--- src/rtl/fdc_seek_ctrl.sv ---
// Floppy head-positioning controller: runs SEEK/RECAL commands by issuing
// timed active-low step pulses on the drive cable and tracking head position.
module fdc_seek_ctrl #(
   parameter int DRIVE_NUM      = 1,
   parameter int MAX_TRACK      = 79,
   parameter int RECAL_MAX      = 84,
   parameter int DIR_SETUP_CYC  = 50,
   parameter int STEP_PULSE_CYC = 150,
   parameter int STEP_RATE_CYC  = 300000,
   parameter int SETTLE_CYC     = 750000
) (
   input  logic       clk,
   input  logic       rst,
   input  logic       cmd_valid,
   output logic       cmd_ready,
   input  logic       cmd_op,
   input  logic [6:0] cmd_track,
   input  logic       motor_req,
   input  logic       sel_req,
   output logic       done,
   output logic       err,
   output logic [6:0] cur_track,
   output logic       track_valid,
   output logic [3:0] drive_sel_n,
   output logic       motor_on_n,
   output logic       dir_sel_n,
   output logic       step_n,
   input  logic       track_0_n
);

   localparam int CNT_MAX_A = (SETTLE_CYC > STEP_RATE_CYC) ? SETTLE_CYC : STEP_RATE_CYC;
   localparam int CNT_MAX   = (CNT_MAX_A > DIR_SETUP_CYC) ? CNT_MAX_A : DIR_SETUP_CYC;
   localparam int CNT_W     = $clog2(CNT_MAX + 1);
   localparam int PUL_W     = $clog2(RECAL_MAX + 1);

   localparam logic [CNT_W-1:0] SETUP_LAST  = CNT_W'(DIR_SETUP_CYC - 1);
   localparam logic [CNT_W-1:0] PULSE_LAST  = CNT_W'(STEP_PULSE_CYC - 1);
   localparam logic [CNT_W-1:0] RATE_LAST   = CNT_W'(STEP_RATE_CYC - 1);
   localparam logic [CNT_W-1:0] SETTLE_LAST = CNT_W'(SETTLE_CYC - 1);
   localparam logic [PUL_W-1:0] PUL_LIMIT   = PUL_W'(RECAL_MAX);
   localparam logic [6:0]       TRK_MAX     = 7'(MAX_TRACK);
   localparam logic [3:0]       SEL_BIT     = 4'(1 << DRIVE_NUM);

   typedef enum logic [2:0] {
      IDLE, CHECK, DIR_SETUP, STEP_LO, STEP_HI, SETTLE, DONE
   } state_t;

   state_t           state, state_nxt;
   logic [CNT_W-1:0] cnt, cnt_nxt;
   logic [PUL_W-1:0] pulses, pulses_nxt;
   logic             op, op_nxt;
   logic [6:0]       target, target_nxt;
   logic [6:0]       cur_nxt;
   logic             tv_nxt;
   logic             dir_nxt;
   logic             step_nxt;
   logic             done_nxt;
   logic             err_nxt;
   logic             enter_step;
   logic             t0_meta, t0_sync;
   logic             t0;

   assign t0        = ~t0_sync;
   assign cmd_ready = (state == IDLE);

   always_comb begin
      state_nxt  = state;
      cnt_nxt    = cnt;
      pulses_nxt = pulses;
      op_nxt     = op;
      target_nxt = target;
      cur_nxt    = cur_track;
      tv_nxt     = track_valid;
      dir_nxt    = dir_sel_n;
      step_nxt   = step_n;
      err_nxt    = err;
      enter_step = 1'b0;

      case (state)
         IDLE: begin
            if (cmd_valid) begin
               op_nxt     = cmd_op;
               target_nxt = cmd_track;
               err_nxt    = 1'b0;
               state_nxt  = CHECK;
            end
         end
         CHECK: begin
            cnt_nxt    = '0;
            pulses_nxt = '0;
            if (!op) begin
               if (!track_valid || target > TRK_MAX) begin
                  err_nxt   = 1'b1;
                  state_nxt = DONE;
               end else if (target == cur_track) begin
                  err_nxt   = 1'b0;
                  state_nxt = DONE;
               end else begin
                  dir_nxt   = (target > cur_track) ? 1'b0 : 1'b1;
                  state_nxt = DIR_SETUP;
               end
            end else if (t0) begin
               cur_nxt   = '0;
               tv_nxt    = 1'b1;
               err_nxt   = 1'b0;
               state_nxt = DONE;
            end else begin
               dir_nxt   = 1'b1;
               state_nxt = DIR_SETUP;
            end
         end
         DIR_SETUP: begin
            if (cnt == SETUP_LAST) enter_step = 1'b1;
            else                   cnt_nxt = cnt + 1'b1;
         end
         STEP_LO: begin
            cnt_nxt = cnt + 1'b1;
            if (cnt == PULSE_LAST) begin
               step_nxt  = 1'b1;
               state_nxt = STEP_HI;
            end
         end
         STEP_HI: begin
            if (cnt != RATE_LAST) begin
               cnt_nxt = cnt + 1'b1;
            end else if (!op) begin
               // Outward seek hitting track 00 early means our position was wrong
               if (dir_sel_n && t0 && cur_track != 7'd0) begin
                  cur_nxt   = '0;
                  tv_nxt    = 1'b0;
                  err_nxt   = 1'b1;
                  state_nxt = DONE;
               end else if (cur_track == target) begin
                  cnt_nxt   = '0;
                  state_nxt = SETTLE;
               end else begin
                  enter_step = 1'b1;
               end
            end else begin
               if (t0) begin
                  cur_nxt   = '0;
                  tv_nxt    = 1'b1;
                  cnt_nxt   = '0;
                  state_nxt = SETTLE;
               end else if (pulses == PUL_LIMIT) begin
                  tv_nxt    = 1'b0;
                  err_nxt   = 1'b1;
                  state_nxt = DONE;
               end else begin
                  enter_step = 1'b1;
               end
            end
         end
         SETTLE: begin
            if (cnt == SETTLE_LAST) begin
               err_nxt   = 1'b0;
               state_nxt = DONE;
            end else begin
               cnt_nxt = cnt + 1'b1;
            end
         end
         DONE:    state_nxt = IDLE;
         default: state_nxt = IDLE;
      endcase

      // Head position moves at the falling edge of each step pulse
      if (enter_step) begin
         state_nxt  = STEP_LO;
         step_nxt   = 1'b0;
         cnt_nxt    = '0;
         pulses_nxt = pulses + 1'b1;
         if (!dir_sel_n)              cur_nxt = cur_track + 7'd1;
         else if (cur_track != 7'd0)  cur_nxt = cur_track - 7'd1;
      end

      done_nxt = (state_nxt == DONE);
   end

   always_ff @(posedge clk or posedge rst) begin
      if (rst) begin
         state       <= IDLE;
         cnt         <= '0;
         pulses      <= '0;
         op          <= 1'b0;
         target      <= '0;
         cur_track   <= '0;
         track_valid <= 1'b0;
         dir_sel_n   <= 1'b1;
         step_n      <= 1'b1;
         done        <= 1'b0;
         err         <= 1'b0;
         drive_sel_n <= 4'hF;
         motor_on_n  <= 1'b1;
         t0_meta     <= 1'b1;
         t0_sync     <= 1'b1;
      end else begin
         state       <= state_nxt;
         cnt         <= cnt_nxt;
         pulses      <= pulses_nxt;
         op          <= op_nxt;
         target      <= target_nxt;
         cur_track   <= cur_nxt;
         track_valid <= tv_nxt;
         dir_sel_n   <= dir_nxt;
         step_n      <= step_nxt;
         done        <= done_nxt;
         err         <= err_nxt;
         drive_sel_n <= (sel_req || state != IDLE) ? ~SEL_BIT : 4'hF;
         motor_on_n  <= ~motor_req;
         t0_meta     <= track_0_n;
         t0_sync     <= t0_meta;
      end
   end

endmodule

--- config.mk ---
export PLATFORM = sky130hd
export DESIGN_NAME = fdc_seek_ctrl
export DESIGN_NICKNAME = d
export VERILOG_FILES = /design/src/rtl/fdc_seek_ctrl.sv
export SDC_FILE = /design/constraint.sdc
export NUM_CORES = 1
export LEC_CHECK = 0
export BUFFER_PORTS_ARGS = -buffer_cell sky130_fd_sc_hd__buf_2
export CAP_MARGIN = 20
export CELL_PAD_IN_SITES_DETAIL_PLACEMENT = 1
export CELL_PAD_IN_SITES_GLOBAL_PLACEMENT = 1
export CORE_ASPECT_RATIO = 2
export CORE_MARGIN = 3
export CORE_UTILIZATION = 30
export CTS_BUF_LIST = sky130_fd_sc_hd__clkbuf_4 sky130_fd_sc_hd__clkbuf_8
export DETAILED_ROUTE_END_ITERATION = 7
export GPL_ROUTABILITY_DRIVEN = 1
export PLACE_DENSITY = 0.57
export SLEW_MARGIN = 20
export SYNTH_ARGS = -nofsm -noshare
export SYNTH_HDL_FRONTEND = slang
export SYNTH_SLANG_ARGS = --single-unit
export TNS_END_PERCENT = 30
--- constraint.sdc ---
create_clock -name clk -period 5.53 [get_ports clk]
set_clock_uncertainty 0.15 [all_clocks]
set_input_delay 1.106 -clock clk [delete_from_list [all_inputs] [get_ports clk]]
set_output_delay 1.106 -clock clk [all_outputs]
set_load 0.02 [all_outputs]
# After elaboration in Yosys (flattened, before gate mapping)
# Cells that the tools add are included.
totals:
  regBits: 56
  input_bits: 14
  out_inout_bits: 18
op_classes:
  add_sub_neg: 4
  order_cmp: 2
  eq_ne: 32
  muxes: 72
  bitwise: 2
  reduce_logical: 20
ops:
  columns: ["op", "n"]
  rows:
  - ["two-way mux 20 bit", 8]
  - ["case mux 20 bit (5 select lines)", 1]
  - ["two-way mux 7 bit", 10]
  - ["two-way mux 3 bit", 14]
  - ["two-way mux 1 bit", 33]
  - ["adder 20 x 1 -> 20 bit (second input constant)", 1]
  - ["equality test 20 bit (second input constant)", 1]
  - ["equality test 20 x 6 -> 1 bit (second input constant)", 1]
  - ["equality test 20 x 8 -> 1 bit (second input constant)", 1]
  - ["inequality test 20 x 19 -> 1 bit (second input constant)", 1]
  - ["inequality test 3 bit (second input constant)", 6]
  - ["case mux 3 bit (6 select lines)", 1]
  - ["inequality test 5 bit (second input constant)", 3]
  - ["adder 7 x 1 -> 7 bit (second input constant)", 2]
  - ["equality test 7 bit", 2]
  - ["inequality test 2 bit (second input constant)", 7]
  - ["case mux 7 bit (2 select lines)", 1]
  - ["AND reduction 6 bit", 2]
  - ["equality test 3 bit (second input constant)", 3]
  - ["AND reduction 9 bit", 1]
  - ["inequality test 4 bit (second input constant)", 2]
  - ["nonzero test 2 bit", 4]
  - ["equality test 7 bit (second input constant)", 1]
  - ["greater-than comparator 7 bit", 1]
  - ["other kinds (19)", 25]

# Longest topological paths before layout
# Gate-level depths: netlist of run 1.
logic_depth:
  depth_word: 10
  mapped_depth: 10

# Worst setup path before layout of run 1
# OpenSTA, ideal clock, no wires.
synth_path:
  kind: "register to register"
  start: "reg cur_track[3]"
  end: "reg pulses[3]"
  setup_time_ns: 0.126
  t_arrival_ns: 2.329
  slack_ns: 2.925
  stages_incl_launch_ff: 10
  synth_period_minus_slack_ns: 2.605
  path_cell_list: "dfrtp_1 > clkbuf_1 > inv_1 > ha_1 > nand4_1 > o21bai_1 > o22a_2 > o21a_4 > and2_4 > a221o_1"
synth_via:
  elab_chain_cells: 7
  word_cells_on_any_way: 10
synth_rtl:
  columns: ["item", "line", "source"]
  rows:
  - ["start, declared", "22", "output logic [6:0] cur_track,"]
  - ["start signal, assigned", "202", "cur_track <= cur_nxt;"]
  - ["equality test 7 bit / nonzero test 7 bit (equally long branches)", "133, 128", null]
  - ["two-way mux 1 bit / logical AND 1 bit (equally long branches)", "133, 128", null]
  - ["two-way mux 1 bit *", "128", "if (dir_sel_n && t0 && cur_track != 7'd0) begin"]
  - ["two-way mux 1 bit *", "126", "end else if (!op) begin"]
  - ["two-way mux 1 bit *", "124", "if (cnt != RATE_LAST) begin"]
  - ["case mux 1 bit (2 select lines) *", "79", "case (state)"]
  - ["two-way mux 7 bit / nonzero test 2 bit (equally long branches)", null, null]
  - ["end signal, assigned", "199", "pulses <= pulses_nxt;"]
  - ["end, declared", "50", "logic [PUL_W-1:0] pulses, pulses_nxt;"]
# Mark *: on every way between the ends. The rest lies on a longest branch, timed or not.
# A chain may end at the register's enable or synchronous reset.

# Worst setup path after layout of run 1
layout_path:
  start: "reg cur_track[2]"
  end: "reg cnt[1]"
layout_via:
  elab_chain_cells: 8
  word_cells_on_any_way: 16
layout_rtl:
  columns: ["item", "line", "source"]
  rows:
  - ["equality test 7 bit / nonzero test 7 bit (equally long branches)", "133, 128", null]
  - ["two-way mux 1 bit / logical AND 1 bit (equally long branches)", "133, 128", null]
  - ["two-way mux 1 bit", "128", null]
  - ["two-way mux 1 bit", "126", null]
  - ["two-way mux 1 bit", "124", null]
  - ["case mux 1 bit (2 select lines)", "79", null]
  - ["inequality test 5 bit (no line), or another cell as far along", null, null]
  - ["AND reduction 6 bit (no line)", null, null]
  - ["end signal, assigned", "198", "cnt <= cnt_nxt;"]
  - ["end, declared", "49", "logic [CNT_W-1:0] cnt, cnt_nxt;"]
# Parallel ways exist; a longest one is shown, timed or not.

==> results of run 1 <==
[metrics by stage]
stage	total power [mW]	worst slack (ns)	hold WS [ns]	instance area (µm²)	instances
after floorplan	1.038	2.925	0.1952	3531	395
after global routing	1.566	2.319	0.2315	3839	555
after detailed placement	1.229	2.516	0.2127	3749	547
final	1.447	2.470	0.2202	3839	555
after global placement	1.209	2.585	0.2104	3749	547
after CTS	1.471	2.481	0.2196	3839	555
[metal layers]
| layer | global-route usage [%] | up-vias | wire length, µm |
|---|---|---|---|
| met5 | 0 | - | 0 |
| met4 | 8.780 | 0 | 460 |
| met3 | 1.925 | 23 | 213 |
| met2 | 34.54 | 45 | 6543 |
| met1 | 16.93 | 1631 | 3864 |
| li1 | - | 1480 | - |
[state kept, by name, summed over array words and instances, names as in the netlist]
name	flops
done	1
step_n	1
t0_meta	1
pulses	7
cur_track	7
dir_sel_n	1
track_valid	1
state	3
op	1
target	7
cnt	20
t0_sync	1
motor_on_n	1
drive_sel_n	1
err	1
[area by class of cell]
cell class / instances / area [µm²] / share of cell area, %
clock buffer: 5 / 68.82 / 1.793
clock inverter: 3 / 21.27 / 0.5541
inverter: 17 / 63.81 / 1.662
multi-input combinational: 303 / 1986 / 51.73
sequential: 54 / 1359 / 35.40
tap: 142 / 177.7 / 4.628
timing repair buffer: 31 / 162.7 / 4.237
[kinds of logic after synthesis]
logic type | share of synthesized area, %
fa+ha+maj | 4.617
other cells | 0.1064
compound gates | 19.92
simple gates | 27.42
buf+inv | 5.291
mux | 2.841
xor+xnor | 1.243
flops | 38.57
[worst max path at each step]
stage	endpoint	slack [ns]
floorplan	pulses[3]	2.93
global placement	cnt[5]	2.59
detailed placement	cnt[1]	2.52
CTS	cnt[1]	2.48
global route	pulses[3]	2.32
finish	cnt[1]	2.47
[cells in the final DEF (no fill, tap or decap), drive strengths merged, types with 4 or more instances in the layout]
| cell | netlist | routed |
|---|---|---|
| clkbuf | 6 | 5 |
| a21oi | 35 | 35 |
| nand4 | 8 | 8 |
| nor4 | 4 | 4 |
| nand3 | 26 | 26 |
| o211ai | 7 | 7 |
| dfrtp | 48 | 48 |
| nand2b | 4 | 4 |
| o31ai | 5 | 5 |
| inv | 17 | 17 |
| nor3b | 4 | 4 |
| nand4b | 5 | 5 |
| mux2 | 8 | 8 |
| and2 | 11 | 11 |
| buf | 15 | 31 |
| o21ai | 26 | 26 |
| and3 | 8 | 8 |
| nor2 | 30 | 30 |
| xnor2 | 4 | 4 |
| or3 | 9 | 9 |
| nand2 | 28 | 28 |
| ha | 13 | 13 |
| dfstp | 6 | 6 |
| nor3 | 11 | 11 |
| a31oi | 11 | 11 |
[power groups by stage]
stage,Clock (mW),Sequential (mW),Combinational (mW)
2_1_floorplan,0,0.530,0.508
3_3_place_gp,0,0.576,0.633
3_5_place_dp,0,0.577,0.652
4_1_cts,0.248,0.568,0.655
5_1_grt,0.259,0.581,0.726
6_report,0.233,0.566,0.648
==> results.cfg, run 1 <==
[outcome]
outcome = completed

[worst_setup_path]
start_kind = flop
worst_r2r_endpoint = cnt[1]
critPathMaxStageDelay_ns = 0.60
cpLargestDelayFamily = compound AO/OA/AOI/OAI gates
criticalPathCategory = flop to flop
worstPathCellList = inv_1, ha_1, nand4_1, o21bai_1, and3b_1, o211ai_2, or3_1, a21oi_1
critPathRequiredTime_ns = 5.62
r2r_start = cur_track[2]
ff2ff_path_depth = 8
critPathSlowestCell = dfrtp_1
path_buf_inv = 1
endpoint_kind = flop
crit_path_start = cur_track[2]
critPathArrivalTime_ns = 3.15
reg2reg_slack_ns = 2.47
cp_num_cells = 8
critPathMaxFanout = 21

[timing]
period_needed_ns = 3.060
fmax_ghz = 0.3268
slew_violations = 0
fin_setup_tns_ns = 0
setup_viol = 0
relSlewSlack_pct = 35.00
worst_pin_slew_ns = 0.9721
rsz0062_at_grt = no
hold_viol_final = 0
timing.final.crit_share_pct = 55.33

[routing]
vias = 3179
first_iter_violations = 115
drt_pass1_iterations = 4
viasPerCell = 5.728
routedWlPerCell_um = 19.97
wl_um = 11080
antenna_left = 0
drc = 0

[run]
cap_violations = 0

[clocking]
cts_resized = 0
postCtsSetupRepairBufs = 0
cts_tree = yes
insertion_delay_ns = 0.32
clkTransAtPathRegs_ns = 0.11
clock-sinks = 54
holdBufCountCts = 0
cts_made_buffers = 5
htreeDepth = 2
clockBufferDepth = 2
clockRootBuffer = clkbuf_8

[power]
p_sw_share_pct = 45.75
power.switching_mw = 0.6620
p_int_mw = 0.7851
pwr-share-seq_pct = 39.1
power.leakage_nw = 1.582
max-vdd-ir-drop_mv = 0.1423
pwr-share-comb_pct = 44.8
power_density_nw_per_um2 = 377.0
pwr-share-clk_pct = 16.1

[synth]
synth_warnings = 0
syn_inst = 393
synth.most_common_cell = dfrtp_1
synth_cell_type_count = 71
synth_area_um2 = 3523
async_flop_share_pct = 100.0
synth_top_area_share_pct = 34.09
ys_seq_elements = 54
avgSynthCellArea_um2 = 8.965
synthTopCellsByArea = dfrtp_1, a21oi_1, ha_1, dfstp_2, nand3_1
synthTopCellsByCount = dfrtp_1, a21oi_1, nor2_1
synth_edf_count = 0
synth_ff_type = dfrtp_1
synth_seq_area_share_pct = 38.57
synth_largest_area_cell = dfrtp_1

[floorplan]
die_w_um = 82.63
die_h_um = 159.3
core_um2 = 11420
die-area_um2 = 13160
pin_count = 32
fp-row-count = 55
initial_core_util_pct = 30.84

[min_path]
hp-start = t0_meta
min_path_cells = 0
hp-class = flop to flop
min_to = t0_sync

[layout]
final_nets = 439
fin_util_pct = 33.60
syn_to_final_growth_pct = 8.949
drive_above_1_share_pct = 18.89
antenna_cells = 0
n_fill_cell = 1389

[global_route]
grt-ovfl-total = 0
grt_pass1_wl_um = 17750
track_usage_pct = 17.68
grt_start_max_net_pins = 55
antenna_found_initial = 0
grt_pass1_vias = 3446

[placed_design]
place.gp.congestion = 0.8065
port_buffers = 28
hpwl_um = 8538
Note: power is estimated with default switching activity, not from simulation.
==> run 2: changes to the inputs <==
clock period = 3 ns   (was 5.53 ns; I/O delays follow)
==> results.cfg, run 2 (synthesized netlist as in run 1, its figures left out) <==
[outcome]
outcome = completed

[timing]
slew_violations = 0
timing.final.crit_share_pct = 91.54
period_needed_ns = 2.746
hold_viol_final = 0
relSlewSlack_pct = 49.77
worst_pin_slew_ns = 0.7534
fin_setup_tns_ns = 0
rsz0062_at_grt = no
fmax_ghz = 0.3641
setup_viol = 0

[routing]
viasPerCell = 5.555
first_iter_violations = 99
drt_pass1_iterations = 4
routedWlPerCell_um = 19.70
antenna_left = 0
wl_um = 11190
drc = 0
vias = 3155

[layout]
largest_register_ffs = 20
top_register = cnt
final_cell_mix = dfrtp_1, a21oi_1, nor2_1
antenna_cells = 0
syn_to_final_growth_pct = 12.61
final_common_cell = dfrtp_1
final_nets = 452
final_cells = 568
drive_above_1_share_pct = 21.36

[run]
cap_violations = 0

[clocking]
postCtsSetupRepairBufs = 0
clock-sinks = 54
clockBufferDepth = 2
clkTransAtPathRegs_ns = 0.10
insertion_delay_ns = 0.32
cts_made_buffers = 5
cts_tree = yes
htreeDepth = 2
clockRootBuffer = clkbuf_8
holdBufCountCts = 0
cts_resized = 0

[placed_design]
placed_cells = 560
port_buffers = 28
hpwl_um = 8554
place.gp.congestion = 0.8224

[global_route]
grt_pass1_vias = 3382
grt_start_max_net_pins = 55
antenna_found_initial = 0
track_usage_pct = 18.15
grt_pass1_wl_um = 18330
grt-ovfl-total = 0

[power]
max-vdd-ir-drop_mv = 0.2525
total_power_mw = 2.836
power_density_nw_per_um2 = 714.7
power.leakage_nw = 1.663

[worst_setup_path]
reg2reg_slack_ns = 0.25
cpLargestDelayFamily = simple AND/OR/NAND/NOR gates
endpoint_kind = flop
worstPathCellList = inv_1, ha_1, nor4b_4, a211oi_1, and3b_1, o211ai_2, buf_4, or3_1, a21oi_1
critPathMaxStageDelay_ns = 0.46
critPathMaxFanout = 21
r2r_start = cur_track[1]
start_kind = flop
criticalPathCategory = flop to flop
critPathSlowestCell = dfrtp_1
critPathRequiredTime_ns = 3.11
path_buf_inv = 2
crit_path_start = cur_track[1]
critPathArrivalTime_ns = 2.85

[floorplan]
fp-row-count = 55
die-area_um2 = 13160
initial_core_util_pct = 30.84
die_w_um = 82.63
die_h_um = 159.3
core_um2 = 11420
pin_count = 32

[min_path]
hp-class = input pin to flop
hp-start = track_0_n
-- run 2: worst register-to-register path: stages, from the launching register on --
cell	delay (ns)
dfrtp_1	0.46
inv_1	0.16
ha_1	0.25
nor4b_4	0.40
a211oi_1	0.19
and3b_1	0.26
o211ai_2	0.08
buf_4	0.23
or3_1	0.37
a21oi_1	0.14
-- run 2: metrics by stage --
step	cell area, µm²	setup WS, ns	hold WS (ns)	util, %
2_1_floorplan	3531	0.3952	0.1952	-
3_3_place_gp	3859	0.3517	0.2117	33.78
3_5_place_dp	3859	0.2828	0.2124	33.78
4_1_cts	3968	0.2555	0.2028	34.73
5_1_grt	3968	0.06041	0.1965	34.73
6_report	3968	0.2538	0.2126	34.73
-- run 2: layout make-up --
cell class,instances,area [µm²]
clock buffer,5,68.82
clock inverter,3,40.04
fill,1360,7456
inverter,17,63.81
multi-input combinational,303,1986
sequential,54,1359
tap,142,177.7
timing repair buffer,44,272.8
-- run 2: where the power goes --
| group | internal (mW) | leakage [nW] | switching [mW] | total (mW) |
|---|---|---|---|---|
| Combinational | 0.495 | 0.901 | 0.833 | 1.33 |
| Sequential | 0.858 | 0.704 | 0.134 | 0.992 |
| Clock | 0.247 | 0.0579 | 0.268 | 0.515 |
-- run 2: routing by layer --
metal	share of wire, %	up-vias	global-route usage [%]
met5	0	-	0
met4	3.9	0	8.110
met3	1.9	23	1.925
met2	59	43	35.38
met1	35	1583	17.93
li1	-	1506	-
-- run 2: final timing paths --
check | end | depth (start not counted)
worst min register to register | t0_sync | 0
worst max-delay path | cnt[1] | 9
min in group asynchronous | pulses[0] | 3
worst min-delay path | t0_meta | 1
worst max register to register | cnt[1] | 9
max in group asynchronous | op | 3
